**config.mk**
```make
export PLATFORM = sky130hd
export DESIGN_NAME = i2c_req_arbiter
export DESIGN_NICKNAME = d
export VERILOG_FILES = /design/src/rtl/i2c_pkg.sv /design/src/rtl/i2c_req_arbiter_rr_pick2.sv /design/src/rtl/i2c_req_arbiter.sv
export SDC_FILE = /design/constraint.sdc
export NUM_CORES = 1
export LEC_CHECK = 0
export CORE_UTILIZATION = 30
export CTS_BUF_LIST = sky130_fd_sc_hd__clkbuf_2 sky130_fd_sc_hd__clkbuf_4 sky130_fd_sc_hd__clkbuf_8
export CTS_CLUSTER_DIAMETER = 200
export DETAILED_ROUTE_END_ITERATION = 7
export PLACE_DENSITY = 0.77
export SYNTH_ARGS = -nofsm -noshare
export SYNTH_HDL_FRONTEND = slang
export SYNTH_SLANG_ARGS = --single-unit
```
**constraint.sdc**
```tcl
create_clock -name i_clk -period 4.5 [get_ports i_clk]
set_input_delay 0.9 -clock i_clk [delete_from_list [all_inputs] [get_ports i_clk]]
set_output_delay 0.9 -clock i_clk [all_outputs]
set_load 0.02 [all_outputs]
```
**src/rtl/i2c_pkg.sv**
```systemverilog
// Shared I2C constants: requester count and arbiter state encoding.
// Imported by the request arbiter and its round-robin picker.
package i2c_pkg;

  localparam int NUM_REQ = 2;
  localparam int ADDR_W  = 7;

  typedef enum logic [1:0] {
    ST_IDLE    = 2'd0,
    ST_GRANT   = 2'd1,
    ST_RELEASE = 2'd2
  } arb_state_t;

endpackage

```
**src/rtl/i2c_req_arbiter_rr_pick2.sv**
```systemverilog
// Two-way round-robin pick: one-hot next owner from eligibility.
// On a tie the requester that did not own the bus last wins.
module rr_pick2
  import i2c_pkg::*;
(
  input  logic [NUM_REQ-1:0] elig,
  input  logic               last_owner,
  output logic [NUM_REQ-1:0] pick
);

  always_comb begin
    pick = '0;
    case (elig)
      2'b01:   pick = 2'b01;
      2'b10:   pick = 2'b10;
      2'b11:   pick = last_owner ? 2'b01 : 2'b10;
      default: pick = '0;
    endcase
  end

endmodule

```
**src/rtl/i2c_req_arbiter.sv**
```systemverilog
// Two-requester arbiter for one I2C master: round-robin grant,
// grant timeout with per-requester blocking, muxed datapath.
module i2c_req_arbiter
  import i2c_pkg::*;
#(
  parameter int DATA_DEPTH     = 8,
  parameter int TIMEOUT_CYCLES = 65535
) (
  input  logic                    i_clk,
  input  logic                    i_rst,
  input  logic [NUM_REQ-1:0]      i_req,
  output logic [NUM_REQ-1:0]      o_gnt,
  input  logic [NUM_REQ-1:0]      i_start,
  input  logic [NUM_REQ-1:0]      i_addr_valid,
  input  logic [NUM_REQ-1:0]      i_nbytes_valid,
  input  logic [NUM_REQ-1:0]      i_wdata_valid,
  input  logic [NUM_REQ-1:0]      i_rdata_ready,
  input  logic [2*DATA_DEPTH-1:0] i_addr_bits,
  input  logic [2*DATA_DEPTH-1:0] i_nbytes_bits,
  input  logic [2*DATA_DEPTH-1:0] i_wdata_bits,
  output logic [NUM_REQ-1:0]      o_addr_ready,
  output logic [NUM_REQ-1:0]      o_nbytes_ready,
  output logic [NUM_REQ-1:0]      o_wdata_ready,
  output logic [NUM_REQ-1:0]      o_rdata_valid,
  output logic [NUM_REQ-1:0]      o_nak,
  output logic [DATA_DEPTH-1:0]   o_rdata_bits,
  output logic                    o_m_start,
  output logic                    o_m_addr_valid,
  output logic                    o_m_nbytes_valid,
  output logic                    o_m_wdata_valid,
  output logic                    o_m_rdata_ready,
  input  logic                    i_m_addr_ready,
  input  logic                    i_m_nbytes_ready,
  input  logic                    i_m_wdata_ready,
  input  logic                    i_m_rdata_valid,
  input  logic                    i_m_nak,
  output logic [DATA_DEPTH-1:0]   o_m_addr_bits,
  output logic [DATA_DEPTH-1:0]   o_m_nbytes_bits,
  output logic [DATA_DEPTH-1:0]   o_m_wdata_bits,
  input  logic [DATA_DEPTH-1:0]   i_m_rdata_bits,
  output logic                    o_busy,
  output logic                    o_timeout,
  output logic                    o_timeout_id
);

  localparam int DW = DATA_DEPTH;
  localparam logic [15:0] CNT_MAX = 16'(TIMEOUT_CYCLES - 1);

  arb_state_t        state, state_n;
  logic [NUM_REQ-1:0] gnt_n, blk, blk_n, pick;
  logic [15:0]       cnt, cnt_n;
  logic              last_owner, last_n;
  logic              owner, owner_n;
  logic              timeout_n, toid_n;

  rr_pick2 u_pick (
    .elig       (i_req & ~blk),
    .last_owner (last_owner),
    .pick       (pick)
  );

  always_ff @(posedge i_clk or posedge i_rst) begin
    if (i_rst) begin
      state        <= ST_IDLE;
      o_gnt        <= '0;
      cnt          <= '0;
      blk          <= '0;
      last_owner   <= 1'b1;
      owner        <= 1'b0;
      o_timeout    <= 1'b0;
      o_timeout_id <= 1'b0;
    end else begin
      state        <= state_n;
      o_gnt        <= gnt_n;
      cnt          <= cnt_n;
      blk          <= blk_n;
      last_owner   <= last_n;
      owner        <= owner_n;
      o_timeout    <= timeout_n;
      o_timeout_id <= toid_n;
    end
  end

  // Block bits clear as soon as the requester lets go of i_req.
  always_comb begin
    state_n   = state;
    gnt_n     = o_gnt;
    cnt_n     = cnt;
    blk_n     = blk & i_req;
    last_n    = last_owner;
    owner_n   = owner;
    timeout_n = 1'b0;
    toid_n    = 1'b0;
    case (state)
      ST_IDLE: begin
        if (|pick) begin
          state_n = ST_GRANT;
          gnt_n   = pick;
          owner_n = pick[1];
          cnt_n   = '0;
        end
      end
      ST_GRANT: begin
        if (!i_req[owner]) begin
          state_n = ST_RELEASE;
          gnt_n   = '0;
        end else if (cnt >= CNT_MAX) begin
          state_n       = ST_RELEASE;
          gnt_n         = '0;
          timeout_n     = 1'b1;
          toid_n        = owner;
          blk_n[owner]  = 1'b1;
        end else begin
          cnt_n = cnt + 16'd1;
        end
      end
      ST_RELEASE: begin
        state_n = ST_IDLE;
        last_n  = owner;
      end
      default: state_n = ST_IDLE;
    endcase
  end

  assign o_busy = (state != ST_IDLE);

  // o_gnt is one-hot or zero, so AND-OR muxing needs no owner decode.
  assign o_m_start        = |(o_gnt & i_start);
  assign o_m_addr_valid   = |(o_gnt & i_addr_valid);
  assign o_m_nbytes_valid = |(o_gnt & i_nbytes_valid);
  assign o_m_wdata_valid  = |(o_gnt & i_wdata_valid);
  assign o_m_rdata_ready  = |(o_gnt & i_rdata_ready);

  assign o_m_addr_bits =
    ({DW{o_gnt[0]}} & i_addr_bits[DW-1:0]) |
    ({DW{o_gnt[1]}} & i_addr_bits[2*DW-1:DW]);
  assign o_m_nbytes_bits =
    ({DW{o_gnt[0]}} & i_nbytes_bits[DW-1:0]) |
    ({DW{o_gnt[1]}} & i_nbytes_bits[2*DW-1:DW]);
  assign o_m_wdata_bits =
    ({DW{o_gnt[0]}} & i_wdata_bits[DW-1:0]) |
    ({DW{o_gnt[1]}} & i_wdata_bits[2*DW-1:DW]);

  assign o_addr_ready   = o_gnt & {NUM_REQ{i_m_addr_ready}};
  assign o_nbytes_ready = o_gnt & {NUM_REQ{i_m_nbytes_ready}};
  assign o_wdata_ready  = o_gnt & {NUM_REQ{i_m_wdata_ready}};
  assign o_rdata_valid  = o_gnt & {NUM_REQ{i_m_rdata_valid}};
  assign o_nak          = o_gnt & {NUM_REQ{i_m_nak}};
  assign o_rdata_bits   = i_m_rdata_bits;

endmodule

```
==> reports/qor.csv, run 1 <==
metric,value,unit
status,"finished, final reports clean",
Ports,127,
root buf cell,clkbuf_8,
Worst-Skew Late Latency,270,ps
placed cell count,360,
initial antenna violation count,0,
top cell type's share of synthesized area,34.5,%
Area after DPL,0.00289,mm2
maxcap violations,0,
Max VDD drop,0.000303,V
worst-case clock buffer depth,2,
die area,0.00635,mm2
Synth Cell Area,0.00181,mm2
pre-CTS setup slack,1450,ps
die width,79.7,um
Synth cell types,38,
"Max stage delay cell, worst path",dfrtp_1,
Ys Warns,0,
Residual DRC,0,
Critical Path Start Type,register,
Post-synth EDFFs,0,
Post-Synthesis Cells,200,
Row Count,27,
Final Hold Fails,0,
CP Class,reg -> out,
Pre-antenna DRT Iters,4,
clk_skew,2.84,ps
Port Buf Inserts,110,
first-pass GRT wire length,8260,um
# nets final,370,
Final ANT Viol Nets,0,
"Reg clk slew, reported paths",90,ps
Resize count post-CTS,0,
Fill cells,519,
worst min-delay path class,reg -> reg,
Rel. slew slack,25.8,%
crit path max fanout,37,
CTS tree,yes,
Slew @ Worst Pin,1110,ps
vias per cell,5.15,
Starting Density,31.9,%
CTS HTree Levels,1,
Slew Limit Fails,0,
P per Cell Area,482,mW/mm2
Critical path buffers and inverters,1,
1st-iter DRT viols,106,
Post CTS Setup Buffer Count,0,
routed vias,1876,
Leakage,1.25,nW
Worst EP required,3600,ps
"Design Area, Final",0.00294,mm2
core footprint,0.00568,mm2
die height,79.7,um
routed length per instance,15.2,um
Post-Layout Cell Count,364,
CP endpoint kind,primary output,
syn_nets,277,
top_reg_cell synth,dfrtp_1,
crit share post-route,70.9,%
register area share after synthesis,36.0,%
setup TNS,0,ps
share of flip-flops with an asynchronous set or reset,100,%
layout cells sized above 1,4.11,%
critical path cell sequence,a22o_1 > clkdlybuf4s50_1,
Worst Path Arrival,2290,ps
clock tree sinks,26,
synthesis-to-layout area growth,62.5,%
GP Congestion,0.738,
Crit path largest cell delay,1090,ps
Final Critical Period,3190,ps
RSZ-0062 raised after global routing,no,
CTS buffer count,3,
final wirelength,5530,um
grt ovf,0,
#FFs+latches synth,26,
total power,1.42,mW
vias in the first global route,1711,
Post-CTS Hold Buffers,0,
cell taking the most area after synthesis,dfrtp_1,
DP HPWL,4270,um
f_max,314,MHz
leading post-synthesis cells by cell area,"dfrtp_1, a22o_1, mux2i_1, nand2_1, and2_1",
largest net degree at the start of global routing,38,
final setup fails,0,
Avg Synthesized Cell Area,9.06,um2
Crit path max-delay family,flip-flops,
Tot GR Track Use,16.5,%
Antenna diodes,0,
Final WS setup,1310,ps
[routing by layer]
metal,GRT usage [%],wire [um],up-vias
met4,5.09,87,0
met1,18.9,2210,879
met5,0,0,-
li1,-,-,923
met2,30.1,2880,65
met3,3.43,349,9
[path summary, 6_finish.rpt]
check,start,to,slack (ps),depth (start not counted)
max,o_gnt[0],o_m_addr_valid,1310,2
min,blk[1],blk[1],500,1
max reg2reg,cnt[0],cnt[1],2290,6
min reg2reg,blk[1],blk[1],500,1
max in group asynchronous,i_rst,cnt[2],2780,2
min in group asynchronous,i_rst,blk[0],1150,2
[cell usage after synthesis, types with 4 or more instances]
cell,instances
nor4_1,5
mux2i_1,14
nand4_1,4
buf_4,8
nand3_1,4
o21ai_0,9
nor3_1,5
and2_1,10
a22o_1,29
inv_1,6
and4_1,4
nand2_1,19
dfrtp_1,25
a21oi_1,4
clkbuf_1,12
nand2b_1,8
[placed cells by master, fill, tap and decap left out, types with 2 or more instances in the layout]
master and n:
a21oi_1 4, clkbuf_8 4, o21a_1 3, and3_1 2
o21ai_0 9, mux2i_1 14, clkdlybuf4s50_1 110, dfrtp_1 25
or4_4 2, nand3_1 4, or3_1 2, o211ai_1 3
ha_1 2, nand2_1 19, nand4_1 4, inv_1 6
nor4_1 5, and4_1 4, nor3_1 5, or2_2 2
o2111ai_1 2, nor2_1 3, a22o_1 29, nand2b_1 8
and2_1 10
[logic make-up after synthesis]
family,after synthesis,synth area share (%)
and+or+nand+nor,73,22.9
DFF,26,36.0
adders and majority gates,2,1.38
muxes,15,8.36
AOI/OAI and AO/OA,56,23.8
buffers and inverters,28,7.53
[registers in the layout, indices dropped and copies added (netlist names)]
name / cells
blk: 2
state: 2
o_timeout_id: 1
owner: 1
last_owner: 1
cnt: 16
o_timeout: 1
o_gnt: 2
[power breakdown]
part | total (mW) | switching [mW] | internal [mW] | leakage, nW
Clock | 0.151 | 0.0724 | 0.0784 | 0.0288
Sequential | 0.395 | 0.126 | 0.269 | 0.350
Combinational | 0.872 | 0.417 | 0.455 | 0.873
Total | 1.42 | 0.616 | 0.802 | 1.25
[through the flow]
step | hold slack, ps | util [%]
2_1_floorplan | 440 | -
3_3_place_gp | 467 | 50.9
3_5_place_dp | 490 | 50.9
4_1_cts | 510 | 51.9
5_1_grt | 522 | 51.9
6_report | 497 | 51.9
[area by class of cell]
type | instances | area (um2) | share of cell area [%]
sequential | 26 | 652 | 22.1
clock buffer | 4 | 55.1 | 1.87
inverter | 6 | 22.5 | 0.765
timing repair buffer | 110 | 1100 | 37.4
multi-input combinational | 146 | 1020 | 34.8
tap | 72 | 90.1 | 3.06
Note: power is estimated with default switching activity, not from simulation.
==> inputs of run 2 (changes only) <==
--- a/config.mk
+++ b/config.mk
@@ -9,7 +9,7 @@
 export CTS_BUF_LIST = sky130_fd_sc_hd__clkbuf_2 sky130_fd_sc_hd__clkbuf_4 sky130_fd_sc_hd__clkbuf_8
 export CTS_CLUSTER_DIAMETER = 200
 export DETAILED_ROUTE_END_ITERATION = 7
-export PLACE_DENSITY = 0.77
+export PLACE_DENSITY = 0.79
 export SYNTH_ARGS = -nofsm -noshare
 export SYNTH_HDL_FRONTEND = slang
 export SYNTH_SLANG_ARGS = --single-unit
==> constraint.sdc (replaced) <==
create_clock -name i_clk -period 2.82 [get_ports i_clk]
set_input_delay 0.564 -clock i_clk [delete_from_list [all_inputs] [get_ports i_clk]]
set_output_delay 0.564 -clock i_clk [all_outputs]
set_load 0.02 [all_outputs]
==> run 2 against run 1 <==
Combinational power up 78%. Global-route usage down 0.37 points. Die area unchanged. Register-to-register slack worse by 1400 ps. Count of clock-buffer cells in the layout unchanged. Worst hold slack worse by 8.3 ps. Cell count up 1.4%. Clock skew down 1.1 ps. Sequential power up 31%. Critical path depth up 1.
==> reports/qor.csv, run 2 (synthesis gave the netlist of run 1 again) <==
metric,value,unit
Final Hold Fails,0,
vias in the first global route,1682,
DP HPWL,4330,um
Post-CTS Hold Buffers,0,
Port Buf Inserts,110,
Crit path max-delay family,buffers and inverters,
Critical path buffers and inverters,2,
status,"finished, final reports clean",
crit path max fanout,28,
final wirelength,5530,um
"commonest non-fill, non-tap cell in the layout",clkdlybuf4s50_1,
die height,79.7,um
initial antenna violation count,0,
Post-Layout Cell Count,369,
setup TNS,0,ps
clock tree sinks,26,
worst-case clock buffer depth,2,
routed vias,1894,
# nets final,375,
maxcap violations,0,
Critical Path Start Type,register,
CP Class,reg -> out,
Reg with most FFs,cnt,
CTS HTree Levels,1,
Ports,127,
Worst-Skew Late Latency,260,ps
Post CTS Setup Buffer Count,0,
hold_sp,blk[1],
Pre-antenna DRT Iters,5,
Worst Path Arrival,1820,ps
Slew Limit Fails,0,
Slew @ Worst Pin,738,ps
Largest register FFs,16,
Tot GR Track Use,16.1,%
"commonest cells after routing, fill and taps aside","clkdlybuf4s50_1, a22o_1, dfrtp_1",
Crit path largest cell delay,620,ps
layout cells sized above 1,5.72,%
P per Cell Area,767,mW/mm2
GP Congestion,0.813,
die width,79.7,um
first-pass GRT wire length,8040,um
routed length per instance,15.0,um
RSZ-0062 raised after global routing,no,
Resize count post-CTS,0,
root buf cell,clkbuf_8,
Final Critical Period,2380,ps
CTS buffer count,3,
core footprint,0.00568,mm2
grt ovf,0,
Residual DRC,0,
worst r2r src,cnt[0],
vias per cell,5.13,
"Max stage delay cell, worst path",clkdlybuf4s50_1,
Final ANT Viol Nets,0,
f_max,419,MHz
Max VDD drop,0.000449,V
Worst EP required,2260,ps
CP endpoint kind,primary output,
largest net degree at the start of global routing,36,
synthesis-to-layout area growth,65.3,%
"Reg clk slew, reported paths",80,ps
1st-iter DRT viols,121,
final setup fails,0,
Antenna diodes,0,
CTS tree,yes,
crit share post-route,84.5,%
worst min-delay path class,reg -> reg,
Leakage,1.28,nW
critical path cell sequence,buf_12 > a22o_1 > clkdlybuf4s50_1,
Rel. slew slack,50.8,%
Starting Density,31.9,%
placed cell count,365,
Row Count,27,
die area,0.00635,mm2
crit path from,o_gnt[0],
clk_skew,1.72,ps
[run 2: metrics by stage]
| step | cell area [um2] | hold slack (ps) | util [%] | setup WS, ps | power [mW] |
|---|---|---|---|---|---|
| floorplan | 1810 | 440 | - | 944 | 1.39 |
| global placement | 2940 | 473 | 51.8 | 387 | 2.06 |
| detailed placement | 2940 | 471 | 51.8 | 339 | 2.08 |
| CTS | 2990 | 492 | 52.8 | 411 | 2.32 |
| global route | 2990 | 520 | 52.8 | 365 | 2.44 |
| finish | 2990 | 489 | 52.8 | 436 | 2.30 |
[run 2: routing by layer]
| metal | up-vias | global-route usage (%) | share of wire (%) |
|---|---|---|---|
| met5 | - | 0 | 0 |
| met4 | 0 | 4.00 | 0.67 |
| met3 | 4 | 3.31 | 6.5 |
| met2 | 66 | 29.3 | 52 |
| met1 | 891 | 19.0 | 41 |
| li1 | 933 | - | - |
[run 2: final cells by class]
type                    instances  area (um2)
fillers                       520        2680
inverters                       6        22.5
flip-flops and latches         26         652
clock buffers                   4        55.1
repair buffers                115        1150
well taps                      72        90.1
multi-input cells             146        1020
[run 2: final timing paths]
kind / to / slack [ps] / depth (start not counted)
max reg2reg: cnt[14] / 910 / 6
min in group asynchronous: blk[1] / 660 / 3
max in group asynchronous: last_owner / 1870 / 3
min reg2reg: blk[1] / 490 / 1
max: o_m_nbytes_bits[0] / 440 / 3
min: blk[1] / 490 / 1
[run 2: report_power, final]
part | total, mW | leakage [nW] | internal [mW] | switching [mW]
registers | 0.516 | 0.350 | 0.432 | 0.0844
clock network | 0.234 | 0.0288 | 0.125 | 0.110
logic | 1.55 | 0.901 | 0.767 | 0.780
